===== src/rtl/pipelined_cla_adder.sv =====
// Pipelined add/subtract: one BLOCK-bit lookahead slice per stage, carry registered between stages.
// Latency WIDTH/BLOCK cycles, one op per cycle; the whole pipe freezes while the output is held.
module pipelined_cla_adder #(
    parameter int WIDTH = 16,
    parameter int BLOCK = 4
) (
    input  logic             i_clk,
    input  logic             i_rst,
    input  logic             i_valid,
    output logic             o_in_ready,
    input  logic [WIDTH-1:0] i_add1,
    input  logic [WIDTH-1:0] i_add2,
    input  logic             i_sub,
    output logic             o_valid,
    input  logic             i_out_ready,
    output logic [WIDTH:0]   o_result,
    output logic             o_overflow
);

    localparam int NSEG = WIDTH / BLOCK;

    logic adv;

    assign adv        = !o_valid || i_out_ready;
    assign o_in_ready = adv;

    // Flattened sum-of-products lookahead: c[i+1] = g[i] | p[i]g[i-1] | ... | p[i..0]cin
    function automatic logic [BLOCK:0] cla_carries(
        input logic [BLOCK-1:0] g,
        input logic [BLOCK-1:0] p,
        input logic             cin
    );
        logic [BLOCK:0] c;
        logic           t;
        c    = '0;
        c[0] = cin;
        for (int i = 0; i < BLOCK; i++) begin
            t = cin;
            for (int m = 0; m <= i; m++) t = t & p[m];
            c[i+1] = t;
            for (int j = 0; j <= i; j++) begin
                t = g[j];
                for (int m = j + 1; m <= i; m++) t = t & p[m];
                c[i+1] = c[i+1] | t;
            end
        end
        return c;
    endfunction

    for (genvar k = 0; k < NSEG; k++) begin : g_seg
        localparam int SRC = WIDTH - k * BLOCK;   // operand bits not yet added
        localparam int LO  = k * BLOCK;           // result bits already resolved

        logic [SRC-1:0]      src_a;
        logic [SRC-1:0]      src_b;
        logic                src_cin;
        logic                src_mode;
        logic                src_vld;
        logic [LO+BLOCK-1:0] sum_d;

        logic [BLOCK-1:0]    x;
        logic [BLOCK-1:0]    y;
        logic [BLOCK-1:0]    gen;
        logic [BLOCK-1:0]    prop;
        logic [BLOCK:0]      c;
        logic [BLOCK-1:0]    s;

        logic                vld_q;
        logic                cout_q;
        logic [LO+BLOCK-1:0] sum_q;

        if (k == 0) begin : g_head
            assign src_a    = i_add1;
            assign src_b    = i_add2;
            assign src_cin  = i_sub;
            assign src_mode = i_sub;
            assign src_vld  = i_valid && adv;
            assign sum_d    = s;
        end else begin : g_body
            assign src_a    = g_seg[k-1].g_fwd.rem_a;
            assign src_b    = g_seg[k-1].g_fwd.rem_b;
            assign src_cin  = g_seg[k-1].cout_q;
            assign src_mode = g_seg[k-1].g_fwd.mode_q;
            assign src_vld  = g_seg[k-1].vld_q;
            assign sum_d    = {s, g_seg[k-1].sum_q};
        end

        // Subtract is a + ~b + 1; the +1 enters as the stage-0 carry-in
        assign x    = src_a[BLOCK-1:0];
        assign y    = src_b[BLOCK-1:0] ^ {BLOCK{src_mode}};
        assign gen  = x & y;
        assign prop = x ^ y;
        assign c    = cla_carries(gen, prop, src_cin);
        assign s    = prop ^ c[BLOCK-1:0];

        always_ff @(posedge i_clk or posedge i_rst) begin
            if (i_rst) begin
                vld_q  <= 1'b0;
                cout_q <= 1'b0;
                sum_q  <= '0;
            end else if (adv) begin
                vld_q  <= src_vld;
                cout_q <= c[BLOCK];
                sum_q  <= sum_d;
            end
        end

        if (k < NSEG - 1) begin : g_fwd
            logic [SRC-BLOCK-1:0] rem_a;
            logic [SRC-BLOCK-1:0] rem_b;
            logic                 mode_q;

            always_ff @(posedge i_clk or posedge i_rst) begin
                if (i_rst) begin
                    rem_a  <= '0;
                    rem_b  <= '0;
                    mode_q <= 1'b0;
                end else if (adv) begin
                    rem_a  <= src_a[SRC-1:BLOCK];
                    rem_b  <= src_b[SRC-1:BLOCK];
                    mode_q <= src_mode;
                end
            end
        end else begin : g_tail
            logic ovf_q;

            always_ff @(posedge i_clk or posedge i_rst) begin
                if (i_rst) begin
                    ovf_q <= 1'b0;
                end else if (adv) begin
                    ovf_q <= c[BLOCK] ^ c[BLOCK-1];
                end
            end
        end
    end

    assign o_valid    = g_seg[NSEG-1].vld_q;
    assign o_result   = {g_seg[NSEG-1].cout_q, g_seg[NSEG-1].sum_q};
    assign o_overflow = g_seg[NSEG-1].g_tail.ovf_q;

endmodule

===== config.mk =====
export PLATFORM = sky130hd
export DESIGN_NAME = pipelined_cla_adder
export DESIGN_NICKNAME = d
export VERILOG_FILES = /design/src/rtl/pipelined_cla_adder.sv
export SDC_FILE = /design/constraint.sdc
export NUM_CORES = 1
export LEC_CHECK = 0
export ABC_AREA = 1
export BUFFER_PORTS_ARGS = -buffer_cell sky130_fd_sc_hd__buf_4
export CELL_PAD_IN_SITES_DETAIL_PLACEMENT = 0
export CELL_PAD_IN_SITES_GLOBAL_PLACEMENT = 2
export CORE_MARGIN = 2
export CORE_UTILIZATION = 37
export CTS_CLUSTER_DIAMETER = 200
export DETAILED_ROUTE_END_ITERATION = 12
export GPL_TIMING_DRIVEN = 0
export HOLD_SLACK_MARGIN = 0.05
export PLACE_DENSITY = 0.86
export SYNTH_ARGS = -nofsm -noshare
export SYNTH_HDL_FRONTEND = slang
export SYNTH_SLANG_ARGS = --single-unit

===== constraint.sdc =====
create_clock -name i_clk -period 7.45 [get_ports i_clk]
set_input_delay 1.49 -clock i_clk [delete_from_list [all_inputs] [get_ports i_clk]]
set_output_delay 1.49 -clock i_clk [all_outputs]
set_load 0.02 [all_outputs]

# [Yosys cells after proc, flatten, opt, wreduce, memory -nomap -nowiden]
# Cells that the tools add are included.
[classes] n_bitwise=97 reduce_logical=3
[op_table] op="$xor 4x4->4" count=12
[op_table] op="$and 1x1->1" count=40
[op_table] op="$or 1x1->1" count=40
[op_table] op="$and 4x4->4" count=4
[op_table] op="$logic_and 1x1->1" count=1
[op_table] op="$logic_not 1->1" count=1
[op_table] op="$logic_or 1x1->1" count=1
[op_table] op="$xor 1x1->1" count=1
[totals] ff_bits=100 wordCells=122

# [Logic depth before layout (Yosys ltp)]
# Gate-level depths: netlist of the first run.
[logic_depth] ltp_word=11 depth_mapped=12 depth_no_buf=11

# [Worst setup path before layout of the first run]
# OpenSTA, ideal clock, no wires.
[synth_timing] path_kind="input to output" startpoint="input port i_out_ready" endpoint="output port o_in_ready" arrival_time_ns=1.932 path_slack_ns=4.028 path_stages=3 path_buffers=1 cell_sequence="nor2_4 inv_2 buf_2"
[synth_via] elab_chain_len=1
[synth_lines] element="start: declaration" line="15" rtl="input logic i_out_ready,"
[synth_lines] element="$logic_or 1x1->1" line="24" rtl="assign adv = !o_valid || i_out_ready;"
[synth_lines] element="end: declaration" line="10" rtl="output logic o_in_ready,"
# No other way between the ends.

# [Final worst setup path of the first run]
# Ends and elaborated chain as after synthesis.

==> results of run 1 <==
==> cell families (layout without fill, tap and decap cells) <==
family          count (synthesis)  in the layout  share of synthesized area (%)
xor+xnor                       21             21                           4.11
simple gates                  228            228                           20.1
flops                         100            100                           55.9
compound gates                 59             59                           6.68
buf+inv                        67            140                           6.32
fa+ha+maj                      23             23                           6.93
==> layout make-up <==
class	count	area, um2	area share, %
Buffer	25	125	2.33
Clock buffer	10	229	4.25
Clock inverter	6	41.3	0.767
Inverter	42	160	2.98
Multi-Input combinational cell	331	1690	31.4
Sequential cell	100	2500	46.5
Tap cell	147	184	3.42
Timing Repair Buffer	57	448	8.32
==> sequential cells by signal, indices dropped and copies added (netlist names) <==
name / flops
g_seg.sum_q: 40
g_seg.g_fwd.rem_a: 24
g_seg.g_fwd.rem_b: 24
g_seg.cout_q: 4
g_seg.g_fwd.mode_q: 3
g_seg.vld_q: 3
o_overflow: 1
o_valid: 1
==> placed cells by master (no fill, tap or decap) <==
master / count
nand2_1: 200
dfrtp_1: 100
buf_4: 60
inv_1: 40
o21ai_0: 32
o21ai_1: 23
ha_1: 20
xor2_1: 17
buf_2: 13
nand3_1: 12
clkbuf_1: 9
clkbuf_16: 9
nor2_1: 8
xnor2_1: 4
nand4_1: 3
fa_1: 3
clkinvlp_4: 3
or2_2: 2
nand3b_1: 2
a21oi_1: 2
clkinv_2: 2
nor2_4: 1
inv_2: 1
inv_4: 1
a22oi_1: 1
o22ai_1: 1
clkinv_4: 1
buf_16: 1
==> power groups by stage <==
| stage | sequential [W] | clock, W | combinational (W) |
|---|---|---|---|
| floorplan | 0.000947 | 0 | 0.000677 |
| global placement | 0.000915 | 0 | 0.00101 |
| detailed placement | 0.000924 | 0 | 0.00104 |
| CTS | 0.000916 | 0.000439 | 0.00105 |
| global route | 0.000944 | 0.000468 | 0.00118 |
| finish | 0.000915 | 0.000428 | 0.00103 |
==> metrics by stage <==
step	total power, W	setup slack, ns	hold slack [ns]	instance area (um2)
floorplan	0.00162	3.34	0.440	4480
global placement	0.00192	2.17	0.453	5080
detailed placement	0.00196	3.57	0.453	5110
CTS	0.00240	3.57	0.470	5380
global route	0.00259	3.50	0.484	5380
finish	0.00237	3.57	0.470	5380
==> worst max-delay path by stage <==
stage / startpoint / end / slack, ns / depth (start not counted)
6_report: i_out_ready / o_in_ready / 3.57 / 5
5_1_grt: i_out_ready / o_in_ready / 3.50 / 5
4_1_cts: i_out_ready / o_in_ready / 3.57 / 5
3_5_place_dp: i_out_ready / o_in_ready / 3.57 / 5
3_3_place_gp: i_rst / g_seg[0].g_fwd.rem_a[11]$_DFFE_PP0N_ / 2.17 / 2
2_1_floorplan: i_rst / g_seg[0].cout_q$_DFFE_PP0N_ / 3.34 / 1
==> layer usage <==
metal / vias up / wire length [um] / track usage (%)
li1: 1685 / - / -
met1: 1544 / 4920 / 23.5
met2: 67 / 4280 / 24.2
met3: 12 / 422 / 2.92
met4: 0 / 123 / 4.31
met5: - / 0 / 0
==> reports/metrics.csv, run 1 <==
stage,metric,value,unit
status,status,"complete, no violations",
placed_design,PortBufs,56,
setup_path,Crit. End Element,primary output,
yosys,Yosys warnings,0,
finish,antenna fix cells,0,
setup_path,Crit Path Category,input port to primary output,
yosys,register area share after synthesis,55.9,%
finish,"Core Util, Final",45.2,%
clock_tree,Resized cells post-CTS,0,
clock_tree,cts bufs inserted,9,
placed_design,Detailed Place HPWL,6.89,mm
finish,layout cells sized above 1,16.5,%
sta,Setup-failing EPs final,0,
setup_path,R2R depth,8,
floorplan,# IOs,57,
clock_tree,hold_buf cts,0,
floorplan,Site Rows,40,
worst_hold_path,hold depth,1,
sta,Final TNS setup,0,ns
drt,Routed WL per cell,13.6,um
drt,Pre-antenna DRT Iters,4,
global_routing,largest net degree at the start of global routing,64,
yosys,Seq cells post-synth,100,
yosys,"EDFF count, synth",0,
sta,RSZ-0062 raised after global routing,false,
drt,Initial DRC Count,261,
sta,clock skew,0.00673,ns
clock_tree,CTS root buffer,clkbuf_16,
finish,fin cells,718,
clock_tree,# H-tree levels,3,
setup_path,internal reg-to-reg setup slack,5.36,ns
power,clock share of power,18.0,%
yosys,synthesized cell area,4480,um2
yosys,"count leader, synth",nand2_1,
power,Switching Share,40.2,%
setup_path,Worst path max stage delay,0.22,ns
yosys,Cells after Synth,498,
yosys,Commonest cells post-synth,"nand2_1, dfrtp_1, inv_1",
global_routing,GRT Total Usage,15.9,%
setup_path,critical path data required time,5.96,ns
setup_path,startpoint type of the worst setup path,input port,
setup_path,CP bufs+invs,4,
setup_path,CP max FO,10,
worst_hold_path,hold wc startpoint,g_seg[2].vld_q$_DFFE_PP0N_,
global_routing,first-pass GRT wire length,16.3,mm
yosys,Yosys top cell by area,dfrtp_1,
floorplan,Die Y,114,um
drt,DRC violations left,0,
yosys,Cell variety after synth,22,
yosys,post-synth top area share,55.9,%
yosys,Post-Syn Area per Cell,8.99,um2
clock_tree,"Setup Fix Bufs, Post-CTS",0,
sta,max_slew headroom,64.7,%
drt,Vias,3308,
drt,Total Wirelength,9.75,mm
yosys,Synth Flop Type,dfrtp_1,
setup_path,r2r endpoint,g_seg[2].sum_q[10]$_DFFE_PP0N_,
clock_tree,Clock Pin Slew Worst Setup and Hold Paths,0.07,ns
finish,fillcell total,1210,
finish,synthesis-to-finish area growth,20.2,%
floorplan,core footprint,11900,um2
clock_tree,Clock Latency Late Sink,0.34,ns
power,Sw Pwr,0.000953,W
sta,min Tclk post-route,3.88,ns
clock_tree,CTS tree,built,
global_routing,initial antenna violation count,0,
clock_tree,clk buf depth,2,
power,Pleak,2.82,nW
drt,Via density,4.61,
setup_path,Crit path max-delay family,buffers and inverters,
placed_design,placed cells,702,
power,Seq pwr share,38.6,%
power,Comb power frac,43.4,%
worst_hold_path,Hold Path Sink,o_valid$_DFFE_PP0N_,
power,P_int,0.00142,W
run,maxcap violations,0,
yosys,asr flop ratio synth,100,%
setup_path,crit-path cells,"buf_4, nor2_4, inv_2, buf_2, buf_4",
global_routing,Overflow after GRT,0,
power,peak supply drop,0.152,mV
setup_path,Crit path top cell by count,buf_4,
floorplan,Chip Width,114,um
sta,Hold Fails Final Rpt,0,
setup_path,Critical Path Slowest Stage Cell,buf_2,
yosys,Area contributors post-synth,"dfrtp_1, nand2_1, ha_1",
sta,fmax,0.258,GHz
sta,Final Max Slew Viols,0,
floorplan,starting density of the core,37.6,%
floorplan,DIE AREA,13000,um2
setup_path,"Data arrival, critical path",2.39,ns
sta,final worst path period share,52.0,%
global_routing,vias in the first global route,3216,
sta,Least-Margin Pin Slew,0.530,ns
power,pwr dens,441,nW/um2
yosys,syn_nets,558,
drt,Antenna Nets Post-Route,0,
worst_hold_path,HP Class,flop to flop,
finish,fin nets,626,
placed_design,routability cong.,0.818,
clock_tree,clk sinks,100,
setup_path,FF-to-FF Start,g_seg[1].g_fwd.mode_q$_DFFE_PP0N_,
No activity file was read; power rests on OpenSTA's default activity.
==> run 2: changes to the inputs <==
--- a/config.mk
+++ b/config.mk
@@ -10,12 +10,12 @@
 export CELL_PAD_IN_SITES_DETAIL_PLACEMENT = 0
 export CELL_PAD_IN_SITES_GLOBAL_PLACEMENT = 2
 export CORE_MARGIN = 2
-export CORE_UTILIZATION = 37
+export CORE_UTILIZATION = 35
 export CTS_CLUSTER_DIAMETER = 200
 export DETAILED_ROUTE_END_ITERATION = 12
 export GPL_TIMING_DRIVEN = 0
 export HOLD_SLACK_MARGIN = 0.05
-export PLACE_DENSITY = 0.86
+export PLACE_DENSITY = 0.82
 export SYNTH_ARGS = -nofsm -noshare
 export SYNTH_HDL_FRONTEND = slang
 export SYNTH_SLANG_ARGS = --single-unit
==> constraint.sdc (replaced) <==
create_clock -name i_clk -period 4.05 [get_ports i_clk]
set_input_delay 0.81 -clock i_clk [delete_from_list [all_inputs] [get_ports i_clk]]
set_output_delay 0.81 -clock i_clk [all_outputs]
set_load 0.02 [all_outputs]
==> run 2 against run 1 <==
Effect of this change: register-to-register slack got worse by 3.4 ns; combinational power up 82%; wire length decreased by 0.27%; non-clock buffer count is the same; die area up 5.5%; sequential power is 84% higher; clock skew is essentially flat; global-route usage decreased by 0.50 points; cell area is 0.72% higher; largest cell class unchanged; largest power group unchanged.
==> reports/metrics.csv, run 2 (same netlist as run 1, synthesis figures left out) <==
stage,metric,value,unit,change
sta,Final Max Slew Viols,0,,unchanged
floorplan,DIE AREA,13700,um2,was 13000 um2
power,peak supply drop,0.262,mV,was 0.152 mV
drt,met3 wire length,291,um,was 422 um
drt,Total Wirelength,9.72,mm,was 9.75 mm
sta,min Tclk post-route,2.50,ns,
floorplan,starting density of the core,35.6,%,was 37.6%
global_routing,GRT Total Usage,15.4,%,was 15.9%
floorplan,Site Rows,41,,was 40
drt,Via density,4.37,,was 4.61
setup_path,Crit Path Category,input port to primary output,,unchanged
clock_tree,clk buf depth,2,,unchanged
finish,"commonest non-fill, non-tap cell in the layout",nand2_1,,unchanged
worst_hold_path,HP Class,flop to flop,,unchanged
clock_tree,Clock Latency Late Sink,0.34,ns,about the same
drt,Antenna Nets Post-Route,0,,unchanged
drt,Vias,3245,,was 3308
setup_path,Crit. End Element,primary output,,unchanged
sta,fmax,0.399,GHz,
drt,WL met1,5.02,mm,was 4.92 mm
finish,Top Registers,"g_seg.sum_q: 40 flops, g_seg.g_fwd.rem_a: 24 flops, g_seg.g_fwd.rem_b: 24 flops",,unchanged
drt,Initial DRC Count,151,,was 261
sta,Hold Fails Final Rpt,0,,unchanged
sta,clock skew,0.00664,ns,was 0.00673 ns
setup_path,startpoint type of the worst setup path,input port,,unchanged
finish,"Core Util, Final",43.1,%,was 45.2%
sta,final worst path period share,61.8,%,
floorplan,core footprint,12600,um2,was 11900 um2
clock_tree,CTS tree,built,,unchanged
finish,layout cells sized above 1,16.5,%,unchanged
run,maxcap violations,0,,unchanged
finish,Reg with most FFs,g_seg.sum_q,,unchanged
drt,Routed WL per cell,13.1,um,was 13.6 um
sta,max_slew headroom,57.6,%,was 64.7%
clock_tree,Resized cells post-CTS,0,,unchanged
sta,Least-Margin Pin Slew,0.635,ns,was 0.530 ns
finish,antenna fix cells,0,,unchanged
finish,synthesis-to-finish area growth,21.1,%,was 20.2%
status,status,"complete, no violations",,unchanged
clock_tree,"Setup Fix Bufs, Post-CTS",0,,unchanged
finish,most frequent cells in the layout,"nand2_1, dfrtp_1, buf_4, inv_1, o21ai_0",,unchanged
setup_path,critical path data required time,3.24,ns,was 5.96 ns
global_routing,first-pass GRT wire length,16.0,mm,was 16.3 mm
placed_design,routability cong.,0.792,,was 0.818
clock_tree,hold_buf cts,0,,unchanged
floorplan,Die Y,117,um,was 114 um
sta,Setup-failing EPs final,0,,unchanged
clock_tree,cts bufs inserted,9,,unchanged
clock_tree,# H-tree levels,3,,unchanged
placed_design,worst slack at placement,1.54,ns,was 3.57 ns
clock_tree,clk sinks,100,,unchanged
global_routing,initial antenna violation count,0,,unchanged
global_routing,largest net degree at the start of global routing,60,,was 64
global_routing,Overflow after GRT,0,,unchanged
finish,Largest register FFs,40,,unchanged
drt,wire length on met2,4.28,mm,about the same
sta,RSZ-0062 raised after global routing,false,,unchanged
sta,"crit path setup slack, layout",1.55,ns,was 3.57 ns
placed_design,PortBufs,56,,unchanged
drt,Pre-antenna DRT Iters,4,,unchanged
floorplan,# IOs,57,,unchanged
clock_tree,CTS root buffer,clkbuf_16,,unchanged
power,pwr dens,804,nW/um2,was 441 nW/um2
setup_path,CP max FO,10,,unchanged
placed_design,Detailed Place HPWL,6.90,mm,was 6.89 mm
power,Pleak,2.83,nW,was 2.82 nW
setup_path,"Data arrival, critical path",1.69,ns,was 2.39 ns
global_routing,vias in the first global route,3135,,was 3216
clock_tree,Clock Pin Slew Worst Setup and Hold Paths,0.07,ns,about the same
drt,top sig layer,met4,,unchanged
drt,DRC violations left,0,,unchanged
finish,fin nets,626,,unchanged
floorplan,Chip Width,117,um,was 114 um
## run 2: changes by cell type in the layout (fill, tap and decap cells not counted), sizes merged
cell      previous run  this run
inv                 42        44
clkinvlp             3         1
clkinv               3         2
clkbuf              18        19
## run 2: path summary, 6_finish.rpt
kind	from	end	slack (ns)	depth (start not counted)
setup / recovery	i_out_ready	o_in_ready	1.55	5
hold / removal	g_seg[1].sum_q[3]$_DFFE_PP0N_	g_seg[2].sum_q[3]$_DFFE_PP0N_	0.46	2
setup reg to reg	g_seg[1].g_fwd.mode_q$_DFFE_PP0N_	g_seg[2].sum_q[10]$_DFFE_PP0N_	1.98	8
hold reg to reg	g_seg[1].sum_q[3]$_DFFE_PP0N_	g_seg[2].sum_q[3]$_DFFE_PP0N_	0.46	2
max in group asynchronous	i_rst	g_seg[1].sum_q[7]$_DFFE_PP0N_	2.85	3
min in group asynchronous	i_rst	g_seg[0].g_fwd.rem_b[4]$_DFFE_PP0N_	0.52	2
## run 2: per-layer routing
metal	vias to the layer above	global-route usage, %
li1	1692	-
met1	1504	22.2
met2	41	23.6
met3	8	2.68
met4	0	5.41
met5	-	0
## run 2: per-stage QoR
step	cells	hold slack, ns	cell area (um2)	power (W)	TNS (ns)
global route	743	0.482	5420	0.00478	0
floorplan	498	0.440	4480	0.00299	0
detailed placement	727	0.451	5140	0.00360	0
global placement	726	0.454	5110	0.00355	-59.49
finish	743	0.458	5420	0.00436	0
CTS	743	0.463	5420	0.00443	0
## run 2: final cells by class
class	instances	area, um2
inverter	42	160
clock buffer	11	243
sequential	100	2500
tap	172	215
timing repair buffer	57	448
fill	1288	7150
clock inverter	5	35.0
multi-input combinational	331	1690
buffer	25	125
## run 2: where the power goes
part,leakage [nW],total (W),internal (W),switching (W)
Combinational,1.49,0.00187,0.000750,0.00112
Sequential,1.21,0.00168,0.00144,0.000235
Clock,0.136,0.000812,0.000436,0.000375
Total,2.83,0.00436,0.00263,0.00173
## run 2: worst max-delay path: stages
cell,delay [ns]
buf_4,0.12
nor2_4,0.22
inv_2,0.15
buf_2,0.21
buf_4,0.17
